[src/rtl/electrode_seq.sv]
// electrode_seq: life-cycle sequencer for the electrode hazard sprite.
// Walks IDLE -> WARN (blinking) -> ACTIVE (solid, hazardous) -> COOL -> IDLE,
// counting display frame ticks in each phase, and latches the spawn position
// for the top-level offset logic. abort returns to IDLE from anywhere.
// Optional build macro: ELECTRODE_RETRIGGER_EN -- when defined, a trigger seen
// during COOL restarts the warning phase directly instead of being ignored.
module electrode_seq #(
    parameter int WARN_TICKS   = 90,
    parameter int ACTIVE_TICKS = 30,
    parameter int COOL_TICKS   = 60,
    parameter int BLINK_DIV    = 8
) (
    input  logic       clk,
    input  logic       rst_n,
    input  logic       frame_tick,
    input  logic       trigger,
    input  logic       abort,
    input  logic [6:0] spawn_x,
    input  logic [5:0] spawn_y,
    output logic [1:0] state,
    output logic       blink_clk,
    output logic       hazard,
    output logic       busy,
    output logic       done,
    output logic [6:0] pos_x,
    output logic [5:0] pos_y
);

    localparam logic [1:0] ST_IDLE   = 2'd0;
    localparam logic [1:0] ST_WARN   = 2'd1;
    localparam logic [1:0] ST_ACTIVE = 2'd2;
    localparam logic [1:0] ST_COOL   = 2'd3;

    // Terminal counts, compared against the 8-bit counters.
    localparam logic [7:0] WARN_LAST   = 8'(WARN_TICKS - 1);
    localparam logic [7:0] ACTIVE_LAST = 8'(ACTIVE_TICKS - 1);
    localparam logic [7:0] COOL_LAST   = 8'(COOL_TICKS - 1);
    localparam logic [7:0] BLINK_LAST  = 8'(BLINK_DIV - 1);

    logic [1:0] fsm_r, fsm_s;
    logic [7:0] tick_cnt_r, tick_cnt_s;
    logic [7:0] blink_cnt_r, blink_cnt_s;
    logic       blink_s;
    logic       done_s;
    logic [6:0] pos_x_s;
    logic [5:0] pos_y_s;
    logic [1:0] state_s;

    // Next-state, counter, blink and position logic for the sprite life cycle.
    always_comb begin
        fsm_s       = fsm_r;
        tick_cnt_s  = tick_cnt_r;
        blink_cnt_s = blink_cnt_r;
        blink_s     = blink_clk;
        done_s      = 1'b0;
        pos_x_s     = pos_x;
        pos_y_s     = pos_y;
        if (abort) begin
            // Kill: back to IDLE, no done pulse, position is kept.
            fsm_s       = ST_IDLE;
            tick_cnt_s  = 8'd0;
            blink_cnt_s = 8'd0;
            blink_s     = 1'b0;
        end else begin
            case (fsm_r)
                ST_IDLE: begin
                    // A frame_tick in the trigger cycle is deliberately not counted.
                    if (trigger) begin
                        fsm_s       = ST_WARN;
                        tick_cnt_s  = 8'd0;
                        blink_cnt_s = 8'd0;
                        blink_s     = 1'b1;
                        pos_x_s     = spawn_x;
                        pos_y_s     = spawn_y;
                    end else begin
                        tick_cnt_s  = 8'd0;
                        blink_cnt_s = 8'd0;
                        blink_s     = 1'b0;
                    end
                end
                ST_WARN: begin
                    if (frame_tick) begin
                        if (tick_cnt_r == WARN_LAST) begin
                            fsm_s       = ST_ACTIVE;
                            tick_cnt_s  = 8'd0;
                            blink_cnt_s = 8'd0;
                            blink_s     = 1'b0;
                        end else begin
                            tick_cnt_s = tick_cnt_r + 8'd1;
                            if (blink_cnt_r == BLINK_LAST) begin
                                blink_s     = ~blink_clk;
                                blink_cnt_s = 8'd0;
                            end else begin
                                blink_cnt_s = blink_cnt_r + 8'd1;
                            end
                        end
                    end else begin
                        fsm_s = ST_WARN;
                    end
                end
                ST_ACTIVE: begin
                    if (frame_tick) begin
                        if (tick_cnt_r == ACTIVE_LAST) begin
                            fsm_s      = ST_COOL;
                            tick_cnt_s = 8'd0;
                        end else begin
                            tick_cnt_s = tick_cnt_r + 8'd1;
                        end
                    end else begin
                        fsm_s = ST_ACTIVE;
                    end
                end
                ST_COOL: begin
`ifdef ELECTRODE_RETRIGGER_EN
                    // Re-trigger wins over a coincident terminal tick; no done pulse.
                    if (trigger) begin
                        fsm_s       = ST_WARN;
                        tick_cnt_s  = 8'd0;
                        blink_cnt_s = 8'd0;
                        blink_s     = 1'b1;
                        pos_x_s     = spawn_x;
                        pos_y_s     = spawn_y;
                    end else if (frame_tick) begin
`else
                    if (frame_tick) begin
`endif
                        if (tick_cnt_r == COOL_LAST) begin
                            fsm_s      = ST_IDLE;
                            tick_cnt_s = 8'd0;
                            done_s     = 1'b1;
                        end else begin
                            tick_cnt_s = tick_cnt_r + 8'd1;
                        end
                    end else begin
                        fsm_s = ST_COOL;
                    end
                end
                default: begin
                    fsm_s       = ST_IDLE;
                    tick_cnt_s  = 8'd0;
                    blink_cnt_s = 8'd0;
                    blink_s     = 1'b0;
                end
            endcase
        end
    end

    // Renderer state encoding derived from the next FSM state.
    always_comb begin
        case (fsm_s)
            ST_WARN:   state_s = 2'b01;
            ST_ACTIVE: state_s = 2'b10;
            default:   state_s = 2'b00;
        endcase
    end

    // State register and registered outputs; reset clears everything at once.
    always_ff @(posedge clk or negedge rst_n) begin
        if (!rst_n) begin
            fsm_r       <= ST_IDLE;
            tick_cnt_r  <= 8'd0;
            blink_cnt_r <= 8'd0;
            state       <= 2'b00;
            blink_clk   <= 1'b0;
            hazard      <= 1'b0;
            busy        <= 1'b0;
            done        <= 1'b0;
            pos_x       <= 7'd0;
            pos_y       <= 6'd0;
        end else begin
            fsm_r       <= fsm_s;
            tick_cnt_r  <= tick_cnt_s;
            blink_cnt_r <= blink_cnt_s;
            state       <= state_s;
            blink_clk   <= blink_s;
            hazard      <= (fsm_s == ST_ACTIVE);
            busy        <= (fsm_s != ST_IDLE);
            done        <= done_s;
            pos_x       <= pos_x_s;
            pos_y       <= pos_y_s;
        end
    end

endmodule

[config.mk]
export PLATFORM = sky130hd
export DESIGN_NAME = electrode_seq
export DESIGN_NICKNAME = d
export VERILOG_FILES = /design/src/rtl/electrode_seq.sv
export SDC_FILE = /design/constraint.sdc
export NUM_CORES = 1
export LEC_CHECK = 0
export ABC_AREA = 1
export CAP_MARGIN = 20
export CORE_MARGIN = 10
export CORE_UTILIZATION = 55
export DETAILED_ROUTE_END_ITERATION = 12
export PLACE_DENSITY = 0.84
export SETUP_SLACK_MARGIN = 0.1
export SYNTH_ARGS = -nofsm -noshare
export SYNTH_HDL_FRONTEND = slang
export SYNTH_SLANG_ARGS = --single-unit
export TNS_END_PERCENT = 100
[constraint.sdc]
create_clock -name clk -period 3.8 [get_ports clk]
set_input_delay 0.76 -clock clk [delete_from_list [all_inputs] [get_ports clk]]
set_output_delay 0.76 -clock clk [all_outputs]
set_load 0.005 [all_outputs]
==> impl_metrics.json <==
{
  "rsz0062_at_grt": "false",
  "critPathCaptureType": "primary output",
  "netlist_area_mm2": 0.00189,
  "clockBufferDepth": 2,
  "cts_sinks": 36,
  "synth_top_area_share_pct": 47.7,
  "critical-path-slowest-cell": "clkdlybuf4s50_1",
  "grt_pass1_vias": 1556,
  "wl_met3_um": 184,
  "synth_nets": 232,
  "pin_count": 37,
  "avgRoutedWirePerCell_um": 13.3,
  "first_pass_iters": 4,
  "rr_worst_depth": 9,
  "fin_skew_ns": 0.00464,
  "power.share.clock_pct": 25.0,
  "postRouteAntennaNets": 0,
  "gp_congestion": 0.855,
  "slew_viol_final": 0,
  "cp.required_ns": 3.04,
  "synth_cells": 211,
  "cts_setup_buffers": 0,
  "die_h_um": 78.6,
  "tightest_slew_ns": 0.763,
  "numCtsBuffers": 5,
  "cts-resized-gates": 0,
  "power.total_mw": 1.04,
  "critPathMaxStageDelay_ns": 0.54,
  "met2_length_um": 2160,
  "grt_max_degree": 37,
  "cts_max_level": 2,
  "die_area_mm2": 0.00618,
  "rows": 21,
  "intPower_mw": 0.762,
  "drv_cap": 0,
  "insertion_delay_ns": 0.34,
  "cts.clk_slew.worst_paths_ns": 0.10,
  "cp.arrival_ns": 1.26,
  "path_max_fanout": 2,
  "ff2ff_setup_slack_ns": 2.25,
  "ys_ff_latch": 36,
  "synth_largest_area_cell": "dfrtp_1",
  "pwr-share-seq_pct": 46.2,
  "crit_type": "flop to primary output",
  "fill_cells": 256,
  "dp_slack_ns": 1.46,
  "timing.rr.end": "tick_cnt_r[2]",
  "ys_warn_count": 0,
  "tns_ns": 0,
  "port_buffers": 36,
  "path_delay_family": "buffers and inverters",
  "num_antenna_cells": 0,
  "hold_viol": 0,
  "vdd_drop_max_uv": 269,
  "final_nets": 272,
  "critPathLaunch": "pos_x[3]",
  "syn2layout_area_growth_pct": 24.3,
  "p_leak_nw": 1.12,
  "hpwl_um": 3110,
  "synth_seq_area_share_pct": 47.7,
  "r2r_start": "tick_cnt_r[1]",
  "coreArea_mm2": 0.00334,
  "antenna_found_initial": 0,
  "max_freq_ghz": 0.494,
  "period_share_pct": 53.2,
  "p_per_area_mw_per_mm2": 441,
  "switching_share_pct": 26.4,
  "die_w_um": 78.6,
  "cts_tree": "done",
  "drtIter0Drc": 94,
  "p_comb_share_pct": 28.7,
  "status": "finished clean",
  "start_util_pct": 56.7,
  "power_switching_mw": 0.274,
  "grt_use_total_pct": 14.1,
  "grt_pass1_wl_um": 6990,
  "wl_met1_um": 1570,
  "slew-limit-headroom_pct": 49.1,
  "post_synth_num_cell_types": 24,
  "root_buffer": "clkbuf_4",
  "fin_crit_ns": 2.02,
  "top_layer_used": "met4",
  "drc": 0,
  "fin_ws_ns": 1.78,
  "crit_path_start_kind": "flop",
  "viasPerCell": 5.03,
  "overflow": 0,
  "syn_area_per_cell_um2": 8.96,
  "path_buf_inv": 1,
  "synthTopCellsByArea": "dfrtp_1 (48%), mux2_4 (7.9%), nand2_1 (7.7%), nor2_1 (5.6%), inv_1 (4.6%)",
  "hold_class": "input port to async pin",
  "vias": 1500,
  "cp_cell_sequence": "clkdlybuf4s50_1",
  "hold_buffers": 0,
  "setup_violations": 0,
  "drive_gt1_share_pct": 16.3,
  "totalWireLength_um": 3980
}
-- stage by stage --
stage               utilization, %  area (µm²)  std cells  hold WS, ns
finish                        70.4        2350        298        0.479
global route                  70.4        2350        298        0.530
CTS                           70.4        2350        298        0.505
detailed placement            68.1        2270        290        0.493
global placement              68.1        2270        290        0.490
floorplan                        -        1890        211        0.464
-- registers in the layout, summed over array words and instances (netlist names) --
name / flops
blink_cnt_r: 8
state: 1
done: 1
blink_clk: 1
pos_y: 6
fsm_r: 2
pos_x: 7
busy: 1
tick_cnt_r: 8
hazard: 1
-- area by class of cell --
cell class	count	area (µm²)	share of cell area [%]
Sequential cell	36	901	38.3
Multi-Input combinational cell	144	855	36.4
Timing Repair Buffer	36	355	15.1
Inverter	28	105	4.47
Tap cell	46	57.6	2.45
Clock buffer	6	41.3	1.76
Clock inverter	2	35.0	1.49
-- how the worst max path moves through the flow --
stage,end,slack [ns],depth (start not counted)
floorplan,pos_x[1],2.24,5
global placement,pos_x[0],1.52,4
detailed placement,pos_y[4],1.46,4
CTS,pos_x[3],1.76,1
global route,pos_x[3],1.73,1
finish,pos_x[3],1.78,1
-- metal layers --
layer  vias up  track usage, %
met2        29            25.7
met3         8            4.21
li1        751               -
met5         -               0
met1       712            14.6
met4         0            5.91
-- cell usage after synthesis, drive strengths merged --
library cell and number:
xor2 8, nor2 35, nand3 18, o21bai 1
dfrtp 36, nand4 5, o21ai 7, nand3b 1
nand2 45, a21oi 8, buf 3, ha 3
mux2 13, inv 28
-- cells by family (layout without fill, tap and decap cells) --
group	after synthesis	in the layout	synth area share [%]
adders and majority gates	3	3	1.99
and+or+nand+nor	104	104	25.2
DFF	36	36	47.7
xor gates and xnor gates	8	8	3.71
buffers and inverters	31	72	7.15
muxes	13	13	9.73
AOI/OAI and AO/OA	16	16	4.57
-- cells in the final DEF (no fill, tap or decap), types with 5 or more instances in the layout --
| cell | Yosys | final |
|---|---|---|
| nand2_1 | 39 | 39 |
| nand2_2 | 5 | 5 |
| xor2_1 | 8 | 8 |
| nor2_2 | 6 | 6 |
| inv_1 | 23 | 23 |
| clkdlybuf4s50_1 | 0 | 35 |
| inv_2 | 5 | 5 |
| dfrtp_1 | 36 | 36 |
| clkbuf_4 | 0 | 5 |
| a21oi_1 | 8 | 8 |
| mux2_4 | 10 | 10 |
| nand4_1 | 5 | 5 |
| nand3_1 | 17 | 17 |
| nor2_1 | 28 | 28 |
-- power by group through the flow --
stage | logic (mW) | registers (mW) | clock network [mW]
2_1_floorplan | 0.137 | 0.486 | 0
3_3_place_gp | 0.294 | 0.484 | 0
3_5_place_dp | 0.303 | 0.485 | 0
4_1_cts | 0.304 | 0.479 | 0.267
5_1_grt | 0.326 | 0.486 | 0.284
6_report | 0.297 | 0.479 | 0.259
Note: power is estimated with default switching activity, not from simulation.
